**src/rtl/uart_tx_serializer.sv**
```systemverilog
// UART transmit serializer: start bit, 8 data bits LSB first, optional parity, one stop bit.
// All outputs registered; tx_send is busy, tx_done is a one-cycle completion pulse.
//
// state   | meaning
// S_IDLE  | line high, waiting for a rising edge on Tx_Start
// S_START | driving the start bit (0)
// S_DATA  | driving shift_q[0], shifting right at every bit boundary
// S_PAR   | driving the latched parity bit
// S_STOP  | driving the stop bit (1); completion pulse on exit
module uart_tx_serializer #(
  parameter int unsigned CLKS_PER_BIT = 434,
  parameter int unsigned PARITY_ODD   = 0
) (
  input  logic       clk,
  input  logic       reset,
  input  logic [7:0] Tx_Data,
  input  logic       Parity,
  input  logic       Tx_Start,
  output logic       tx,
  output logic       tx_send,
  output logic       tx_done
);

  localparam int unsigned CW = $clog2(CLKS_PER_BIT);
  localparam logic [CW-1:0] LAST = CW'(CLKS_PER_BIT - 1);
  localparam logic ODD_BIT = (PARITY_ODD != 0);

  typedef enum logic [2:0] {S_IDLE, S_START, S_DATA, S_PAR, S_STOP} state_t;

  state_t state_q, state_d;

  logic [CW-1:0] baud_q;
  logic [2:0]    bit_cnt_q;
  logic [7:0]    shift_q;
  logic          par_en_q, par_bit_q;
  logic          start_q;
  logic          tx_q, tx_d;
  logic          send_q, send_d;
  logic          done_q, done_d;

  logic rise, bit_end, accept;

  assign rise    = Tx_Start & ~start_q;
  assign bit_end = (baud_q == LAST);
  assign accept  = (state_q == S_IDLE) & rise;

  always_ff @(posedge clk) begin
    if (reset) begin
      state_q <= S_IDLE;
    end else begin
      state_q <= state_d;
    end
  end

  always_comb begin
    state_d = state_q;
    unique case (state_q)
      S_IDLE:  if (rise) state_d = S_START;
      S_START: if (bit_end) state_d = S_DATA;
      S_DATA:  if (bit_end && bit_cnt_q == 3'd7) state_d = par_en_q ? S_PAR : S_STOP;
      S_PAR:   if (bit_end) state_d = S_STOP;
      S_STOP:  if (bit_end) state_d = S_IDLE;
      default: state_d = S_IDLE;
    endcase
  end

  // Outputs are the next-cycle values; they are registered below.
  always_comb begin
    tx_d   = 1'b1;
    send_d = (state_d != S_IDLE);
    done_d = (state_q == S_STOP) && bit_end;
    unique case (state_d)
      S_IDLE:  tx_d = 1'b1;
      S_START: tx_d = 1'b0;
      S_DATA:  tx_d = (state_q == S_DATA && bit_end) ? shift_q[1] : shift_q[0];
      S_PAR:   tx_d = par_bit_q;
      S_STOP:  tx_d = 1'b1;
      default: tx_d = 1'b1;
    endcase
  end

  always_ff @(posedge clk) begin
    if (reset) begin
      start_q   <= 1'b1;
      baud_q    <= '0;
      bit_cnt_q <= '0;
      shift_q   <= '0;
      par_en_q  <= 1'b0;
      par_bit_q <= 1'b0;
      tx_q      <= 1'b1;
      send_q    <= 1'b0;
      done_q    <= 1'b0;
    end else begin
      start_q <= Tx_Start;
      tx_q    <= tx_d;
      send_q  <= send_d;
      done_q  <= done_d;

      if (state_q == S_IDLE || bit_end) begin
        baud_q <= '0;
      end else begin
        baud_q <= baud_q + CW'(1);
      end

      if (accept) begin
        shift_q   <= Tx_Data;
        par_en_q  <= Parity;
        par_bit_q <= (^Tx_Data) ^ ODD_BIT;
        bit_cnt_q <= '0;
      end else if (state_q == S_DATA && bit_end) begin
        shift_q   <= shift_q >> 1;
        bit_cnt_q <= bit_cnt_q + 3'd1;
      end
    end
  end

  assign tx      = tx_q;
  assign tx_send = send_q;
  assign tx_done = done_q;

endmodule

```
**config.mk**
```make
export PLATFORM = sky130hd
export DESIGN_NAME = uart_tx_serializer
export DESIGN_NICKNAME = d
export VERILOG_FILES = /design/src/rtl/uart_tx_serializer.sv
export SDC_FILE = /design/constraint.sdc
export NUM_CORES = 1
export LEC_CHECK = 0
export ABC_AREA = 1
export ABC_CLOCK_PERIOD_IN_PS = 3000
export CAP_MARGIN = 20
export CORE_MARGIN = 2
export CORE_UTILIZATION = 40
export DETAILED_ROUTE_END_ITERATION = 7
export DONT_BUFFER_PORTS = 1
export PLACE_DENSITY = 0.61
export SETUP_SLACK_MARGIN = 0.02
export SLEW_MARGIN = 20
export SYNTH_ARGS = -nofsm -noshare
export SYNTH_HDL_FRONTEND = slang
export SYNTH_SLANG_ARGS = --single-unit
```
**constraint.sdc**
```tcl
create_clock -name clk -period 3 [get_ports clk]
set_input_delay 0.75 -clock clk [delete_from_list [all_inputs] [get_ports clk]]
set_output_delay 0.75 -clock clk [all_outputs]
set_load 0.02 [all_outputs]
```
# After elaboration in Yosys (flattened, before gate mapping)
# Index checks and enable logic that the tools add are counted.
# classes
addsub	2
eq_ne	9
n_reduce_logical	10
mux	11
n_bitwise	3
# op_table
cell	n
$mux W3	6
$mux W8	2
$pmux W3 S5	1
$eq A3 B2 Y1 const B	4
$add A9 B1 Y9 const B	1
$eq A9 B9 Y1 const B	1
$reduce_xor A8 Y1	1
$eq A3 B1 Y1 const B	2
$eq A3 B3 Y1 const B	2
$reduce_or A2 Y1	2
$add A3 B1 Y3 const B	1
$logic_and A1 B1 Y1	3
$logic_not A3 Y1	1
$pmux W1 S3	1
$reduce_bool A3 Y1	1
$and A1 B1 Y1	2
$reduce_bool A2 Y1	1
$logic_or A1 B1 Y1	1
$mux W1	1
$not A1 Y1	1
# totals
register_bits	29
output_inout_bits	3
word_cells	45

# Depth between registers and ports, before layout
# Gate-level depths: netlist of the first run.
# depth
word_depth	6
mapped_depth	12

# Worst setup path before layout of the first run
# No wires, ideal clock.
# synth_path
path_kind	input to register
startpoint	in Tx_Start
endpoint	reg shift_q[1]
n_path_buf	0
setup_ns	0.119
cell_stages	6
required_time_ns	2.881
arrival_ns	1.511
slack_ns	1.370
cell_sequence	inv_1 > or2_1 > nor2_8 > nor2_1 > a22oi_2 > a21oi_2
# synth_via
elab_chain_cells	3
elab_cells_between_ends	4
classes_between	mux (1); bitwise (2); reduce/logical (1)
# synth_rtl
item	line_no	rtl
from (decl)	18	input logic Tx_Start,
$and A1 B1 Y1 (*)	43	assign rise = Tx_Start & ~start_q;
$and A1 B1 Y1 (*)	45	assign accept = (state_q == S_IDLE) & rise;
$mux W8 / $reduce_bool A2 Y1 (equally long branches)	-	
to (signal assigned)	106	shift_q <= Tx_Data;
to (signal assigned)	111	shift_q <= shift_q >> 1;
to (decl)	34	logic [7:0] shift_q;
# Every way passes the cells marked *; elsewhere a longest branch is shown, timed or not.
# A chain may end at the register's enable or synchronous reset.

# Worst setup path after layout of the first run
# layout_path
startpoint	in Tx_Start
endpoint	reg shift_q[6]
# Same word-level chain as after synthesis.

==> results.py, run 1 <==
metrics = {
    "status": {
        "status": "finished, final reports clean",
    },
    "floorplanning": {
        "rows": 23,
        "coreArea_um2": 3940,
        "io_pins": 15,
        "dieHeight_um": 67.4,
        "dieArea_um2": 4540,
        "fp.dieW_um": 67.4,
        "start_util_pct": 40.7,
    },
    "timing": {
        "hold_viol_final": 0,
        "fmax_ghz": 0.661,
        "tns_ps": 0,
        "layout_setup_ws_ps": 1490,
        "maxSlewHeadroom_pct": 78.5,
        "slew_violations": 0,
        "rsz0062_at_grt": "no",
        "setup-violations-final": 0,
        "fin_crit_ps": 1510,
        "min_period_over_period_pct": 50.5,
        "final.setup_skew_ps": 6.22,
        "worst_pin_slew_ps": 323,
    },
    "logic_synthesis": {
        "yosys_register_bits": 29,
        "synth_nets": 216,
        "synth_flop_cell": "dfxtp_1",
        "synth.distinct_cells": 33,
        "yosysTopAreaCellShare_pct": 36.2,
        "synth-edff-count": 0,
        "yosys_warnings": 0,
        "yosysTopAreaCell": "dfxtp_1",
        "synth_commonest_cells": "nand2_1, dfxtp_1, inv_1, nor2_1, nand2_2",
        "syn_inst": 200,
        "synth_area_per_cell_um2": 8.03,
        "syn_area_um2": 1610,
        "yosysMostFrequentCell": "nand2_1",
        "ys_top_cells_by_area": "dfxtp_1, nand2_1, inv_1, nand2_2, xnor2_1",
        "async_flop_share_pct": 0,
        "ys_seq_area_share_pct": 36.2,
    },
    "finish": {
        "syn2layout_area_growth_pct": 7.95,
        "final_cells": 255,
        "diodes": 0,
        "final_layout_size_suffix_gt1_share_pct": 21.5,
        "fin_util_pct": 44.0,
        "nets": 220,
    },
    "worst_setup_path": {
        "setup.worst_path.class": "in -> reg",
        "cp.arrival_ps": 1720,
        "cp_max_fo": 17,
        "crit_required_ps": 3210,
        "start_kind": "input port",
        "critPathMaxStageDelay_ps": 290,
        "critPathCaptureType": "flop",
        "crit_path_top_delay_cell": "nor2_8",
        "worstPathCellList": "inv_1 > or2_1 > nor2_8 > inv_4 > nand2_2 > nand2_1 > a31oi_1",
        "rr_worst_depth": 10,
    },
    "place": {
        "dpl.cell_count": 247,
        "port_buffers": 0,
        "place_congestion": 0.725,
        "dp_hpwl_um": 1930,
        "pre_cts_ws_ps": 1190,
    },
    "routing": {
        "drtAntennaViolNets": 0,
        "dr_wl_met2_um": 1110,
        "finalWirelength_um": 2560,
        "dr.pass1.iters": 5,
        "initialDrtViolationCount": 33,
        "dr_wl_met3_um": 145,
        "highest_layer": "met4",
        "vias_per_cell": 4.68,
        "drt-met1-wl_um": 1230,
        "dr_total_vias": 1194,
        "wl_per_cell_um": 10.1,
        "remaining_drc_errors": 0,
    },
    "power": {
        "power_switching_uw": 186,
        "power_density_nw_per_um2": 468,
        "combPwrFrac_pct": 7.1,
        "leakagePower_nw": 0.724,
        "power_frac_seq_pct": 49.3,
        "intPower_uw": 625,
        "vdd_ir_drop_max_v": 0.000203,
        "p_sw_share_pct": 22.9,
        "power_frac_clock_pct": 43.6,
    },
    "flow_run": {
        "cap_violations": 0,
    },
    "clocking": {
        "cts_setup_buffers": 0,
        "cts_max_level": 2,
        "ctsResizeCount": 0,
        "cts_buffer_depth": 2,
        "insertion_delay_ps": 280,
        "cts_tree": "done",
        "clkSinkCount": 29,
        "hold_buffers": 0,
        "root_buffer": "clkbuf_8",
        "clk_pin_slew_ps": 60,
        "cts_buffers": 5,
    },
    "global_routing": {
        "grt_pass1_wl_um": 4770,
        "grt_usage_pct": 14.3,
        "grt_max_degree": 18,
        "antenna_found_initial": 0,
        "grt_pass1_vias": 1183,
        "gr-total-overflow": 0,
    },
    "min_path": {
        "hold_depth": 2,
        "hold_class": "reg -> reg",
    },
}
## final timing paths
check | endpoint | from | slack [ps]
max | shift_q[6]$_SDFFE_PP0P_ | Tx_Start | 1490
min | bit_cnt_q[1]$_SDFFE_PP0P_ | bit_cnt_q[1]$_SDFFE_PP0P_ | 470
max reg2reg | tx$_SDFF_PP1_ | baud_q[0]$_SDFF_PP0_ | 1520
min reg2reg | bit_cnt_q[1]$_SDFFE_PP0P_ | bit_cnt_q[1]$_SDFFE_PP0P_ | 470
## power by group through the flow
stage	clock network (mW)	registers (mW)	logic, mW
3_5_place_dp	0	0.408	0.0580
6_report	0.354	0.400	0.0575
3_3_place_gp	0	0.408	0.0583
5_1_grt	0.377	0.401	0.0668
4_1_cts	0.367	0.400	0.0583
2_1_floorplan	0	0.408	0.0556
## per-layer routing
layer | up-vias | global-route usage, %
met5 | - | 0
met4 | 0 | 8.42
met1 | 532 | 16.0
li1 | 635 | -
met2 | 21 | 22.9
met3 | 6 | 6.00
## cells in the final DEF (no fill, tap or decap), types with 2 or more instances in the layout
master    Yosys  routed
xor2_1        5       5
nand2_1      42      42
dfxtp_1      29      29
nand2_2      12      12
nand4_1       2       2
inv_2         3       3
xnor2_1       7       7
nor2_1       15      15
ha_1          4       4
nand3_1       9       9
nor2_8        3       3
inv_1        24      24
nor2_4        3       3
o21ai_0       3       3
nor2_2        2       2
a31oi_1       6       6
nor3_1        5       5
nand3_4       2       2
clkbuf_8      0       7
nand2_4       4       4
a21oi_1       7       7
## flip-flops by register name, summed over array words and instances, names as in the netlist
register   count
baud_q         9
bit_cnt_q      3
par_bit_q      1
par_en_q       1
shift_q        8
start_q        1
state_q        3
tx             1
tx_done        1
tx_send        1
## through the flow
stage          hold WS [ps]  instance area [um^2]  power, mW
6_report                468                  1730      0.811
5_1_grt                 509                  1730      0.844
4_1_cts                 473                  1730      0.825
3_5_place_dp            458                  1630      0.466
3_3_place_gp            456                  1630      0.467
2_1_floorplan           433                  1610      0.463
## final cells by class
class | instances | area [um^2]
fillers | 387 | 2210
multi-input cells | 139 | 877
flip-flops and latches | 29 | 581
inverters | 29 | 111
clock buffers | 7 | 96.3
well taps | 50 | 62.6
clock inverters | 1 | 5.00
## worst max-delay path: cells and delay by family
| kind | cells | cell delay [ps] |
|---|---|---|
| simple gates | 4 | 730 |
| compound gates | 1 | 130 |
| buf+inv | 2 | 110 |
## logic make-up (layout without fill, tap and decap cells)
group	Yosys count	after routing	synth area share [%]
AOI/OAI and AO/OA	21	21	8.81
xor gates and xnor gates	12	12	6.55
DFF	29	29	36.2
and+or+nand+nor	102	102	36.2
adders and majority gates	4	4	3.12
buffers and inverters	32	37	9.20
Note: power is estimated with default switching activity, not from simulation.
==> run 2: changes to the inputs <==
--- a/config.mk
+++ b/config.mk
@@ -6,7 +6,7 @@
 export NUM_CORES = 1
 export LEC_CHECK = 0
 export ABC_AREA = 1
-export ABC_CLOCK_PERIOD_IN_PS = 3000
+export ABC_CLOCK_PERIOD_IN_PS = 1550
 export CAP_MARGIN = 20
 export CORE_MARGIN = 2
 export CORE_UTILIZATION = 40
==> constraint.sdc (replaced) <==
create_clock -name clk -period 1.55 [get_ports clk]
set_input_delay 0.3875 -clock clk [delete_from_list [all_inputs] [get_ports clk]]
set_output_delay 0.3875 -clock clk [all_outputs]
set_load 0.02 [all_outputs]
==> run 2 against run 1 <==
Critical path depth is 2 higher. Combinational power increased by 100%. Clock-buffer cell count did not move. Sequential share of layout area is essentially flat. Cell area up 0.36%. Highest routed layer unchanged.
==> results.py, run 2 (synthesis gave the netlist of run 1 again) <==
metrics = {
    "clocking": {
        "cts_buffer_depth": 2,
        "clk_pin_slew_ps": 60,
        "cts_max_level": 2,
        "hold_buffers": 0,
        "clkSinkCount": 29,
        "cts_buffers": 5,
        "cts_tree": "done",
        "insertion_delay_ps": 280,
        "root_buffer": "clkbuf_8",
    },
    "timing": {
        "rsz0062_at_grt": "no",
        "min_period_over_period_pct": 89.7,
        "fin_crit_ps": 1390,
        "slew_violations": 0,
        "worst_pin_slew_ps": 299,
        "tns_ps": 0,
        "hold_viol_final": 0,
        "final.setup_skew_ps": 6.10,
        "maxSlewHeadroom_pct": 80.0,
        "fmax_ghz": 0.719,
        "setup-violations-final": 0,
    },
    "power": {
        "vdd_ir_drop_max_v": 0.000502,
        "leakagePower_nw": 0.721,
        "power_density_nw_per_um2": 865,
    },
    "worst_setup_path": {
        "rrSetupSlack_ps": 160,
        "start_kind": "flop",
        "setup.worst_path.class": "reg -> reg",
        "endpoint": "tx_send$_SDFF_PP0_",
        "cp.arrival_ps": 1550,
        "crit_required_ps": 1710,
        "crit_start": "baud_q[1]$_SDFF_PP0_",
        "cp_max_fo": 6,
        "worstReg2RegStart": "baud_q[1]$_SDFF_PP0_",
        "critPathCaptureType": "flop",
        "rr_worst_depth": 9,
        "rr_endpoint": "tx_send$_SDFF_PP0_",
    },
    "place": {
        "post_dp_cell_area_um2": 1640,
        "place_congestion": 0.749,
        "dp_hpwl_um": 2100,
        "port_buffers": 0,
    },
    "finish": {
        "diodes": 0,
        "fin_util_pct": 44.1,
        "final_layout_size_suffix_gt1_share_pct": 23.4,
        "top_register": "baud_q",
        "final_common_cell": "nand2_1",
        "reg_top3": "baud_q (9), shift_q (8)",
        "mostFrequentLayoutCells": "nand2_1, dfxtp_1, inv_1",
        "nets": 221,
        "syn2layout_area_growth_pct": 8.34,
        "largest_register_ffs": 9,
        "stdcell_area_um2": 1740,
    },
    "global_routing": {
        "grt_usage_pct": 14.7,
        "gr-total-overflow": 0,
        "antenna_found_initial": 0,
        "grt_pass1_vias": 1211,
        "grt_pass1_wl_um": 4960,
        "grt_max_degree": 16,
    },
    "routing": {
        "drtAntennaViolNets": 0,
        "dr.pass1.iters": 4,
        "remaining_drc_errors": 0,
        "initialDrtViolationCount": 60,
        "finalWirelength_um": 2680,
        "vias_per_cell": 4.69,
        "wl_per_cell_um": 10.5,
        "dr_total_vias": 1196,
    },
    "floorplanning": {
        "start_util_pct": 40.7,
        "fp.dieW_um": 67.4,
        "rows": 23,
        "io_pins": 15,
        "coreArea_um2": 3940,
        "dieArea_um2": 4540,
        "dieHeight_um": 67.4,
    },
    "flow_run": {
        "cap_violations": 0,
    },
    "status": {
        "status": "finished, final reports clean",
    },
    "min_path": {
        "hold_class": "in -> reg",
    },
}
run 2: cell types whose count changed in the layout (fill, tap and decap cells not counted), sizes merged:
cell,before,now
clkinv,2,1
buf,0,1
run 2: cell type report:
class,instances,area [um^2]
repair buffers,1,7.51
clock buffers,7,86.3
fillers,398,2200
well taps,50,62.6
multi-input cells,139,890
inverters,29,111
flip-flops and latches,29,582
run 2: worst max-delay path, stage by stage (launching register included):
cell	delay (ps)
dfxtp_1	320
inv_1	60
ha_2	170
nand2_2	90
nor2_8	150
nand2_4	100
a21oi_4	150
nand2_2	80
nand2_2	70
nand3_1	80
run 2: power breakdown:
group          total, mW  internal, mW  switching [mW]
Clock              0.614         0.351           0.262
Sequential         0.775         0.763          0.0115
Combinational      0.115        0.0486          0.0668
Total               1.50          1.16           0.341
run 2: per-stage QoR:
stage | power (mW) | worst slack [ps] | cells | hold slack (ps)
after detailed placement | 0.907 | 104 | 248 | 452
after global placement | 0.906 | 106 | 248 | 451
final | 1.50 | 160 | 255 | 168
after floorplan | 0.897 | 210 | 200 | 433
after global routing | 1.57 | 26.4 | 255 | 158
after CTS | 1.52 | 86.8 | 255 | 160
run 2: how the worst min path moves through the flow:
stage | start | end | slack [ps] | depth (start not counted)
after floorplan | baud_q[0]$_SDFF_PP0_ | baud_q[0]$_SDFF_PP0_ | 430 | 1
after global placement | baud_q[0]$_SDFF_PP0_ | baud_q[0]$_SDFF_PP0_ | 450 | 1
after detailed placement | reset | shift_q[1]$_SDFFE_PP0P_ | 450 | 1
after CTS | reset | shift_q[1]$_SDFFE_PP0P_ | 160 | 1
after global routing | reset | shift_q[1]$_SDFFE_PP0P_ | 160 | 1
final | reset | shift_q[1]$_SDFFE_PP0P_ | 170 | 1
run 2: per-layer routing:
metal / vias to the layer above / track usage, % / share of wire, %
li1: 638 / - / -
met1: 536 / 16.4 / 47
met2: 18 / 24.3 / 46
met3: 4 / 6.33 / 6.1
met4: 0 / 6.12 / 1.2
met5: - / 0 / 0
run 2: timing repair:
action	in CTS	in global routing
buffers inserted	0	0
endpoints found under the setup margin	0	13
resized for setup	0	5
endpoints found under the hold margin	0	0
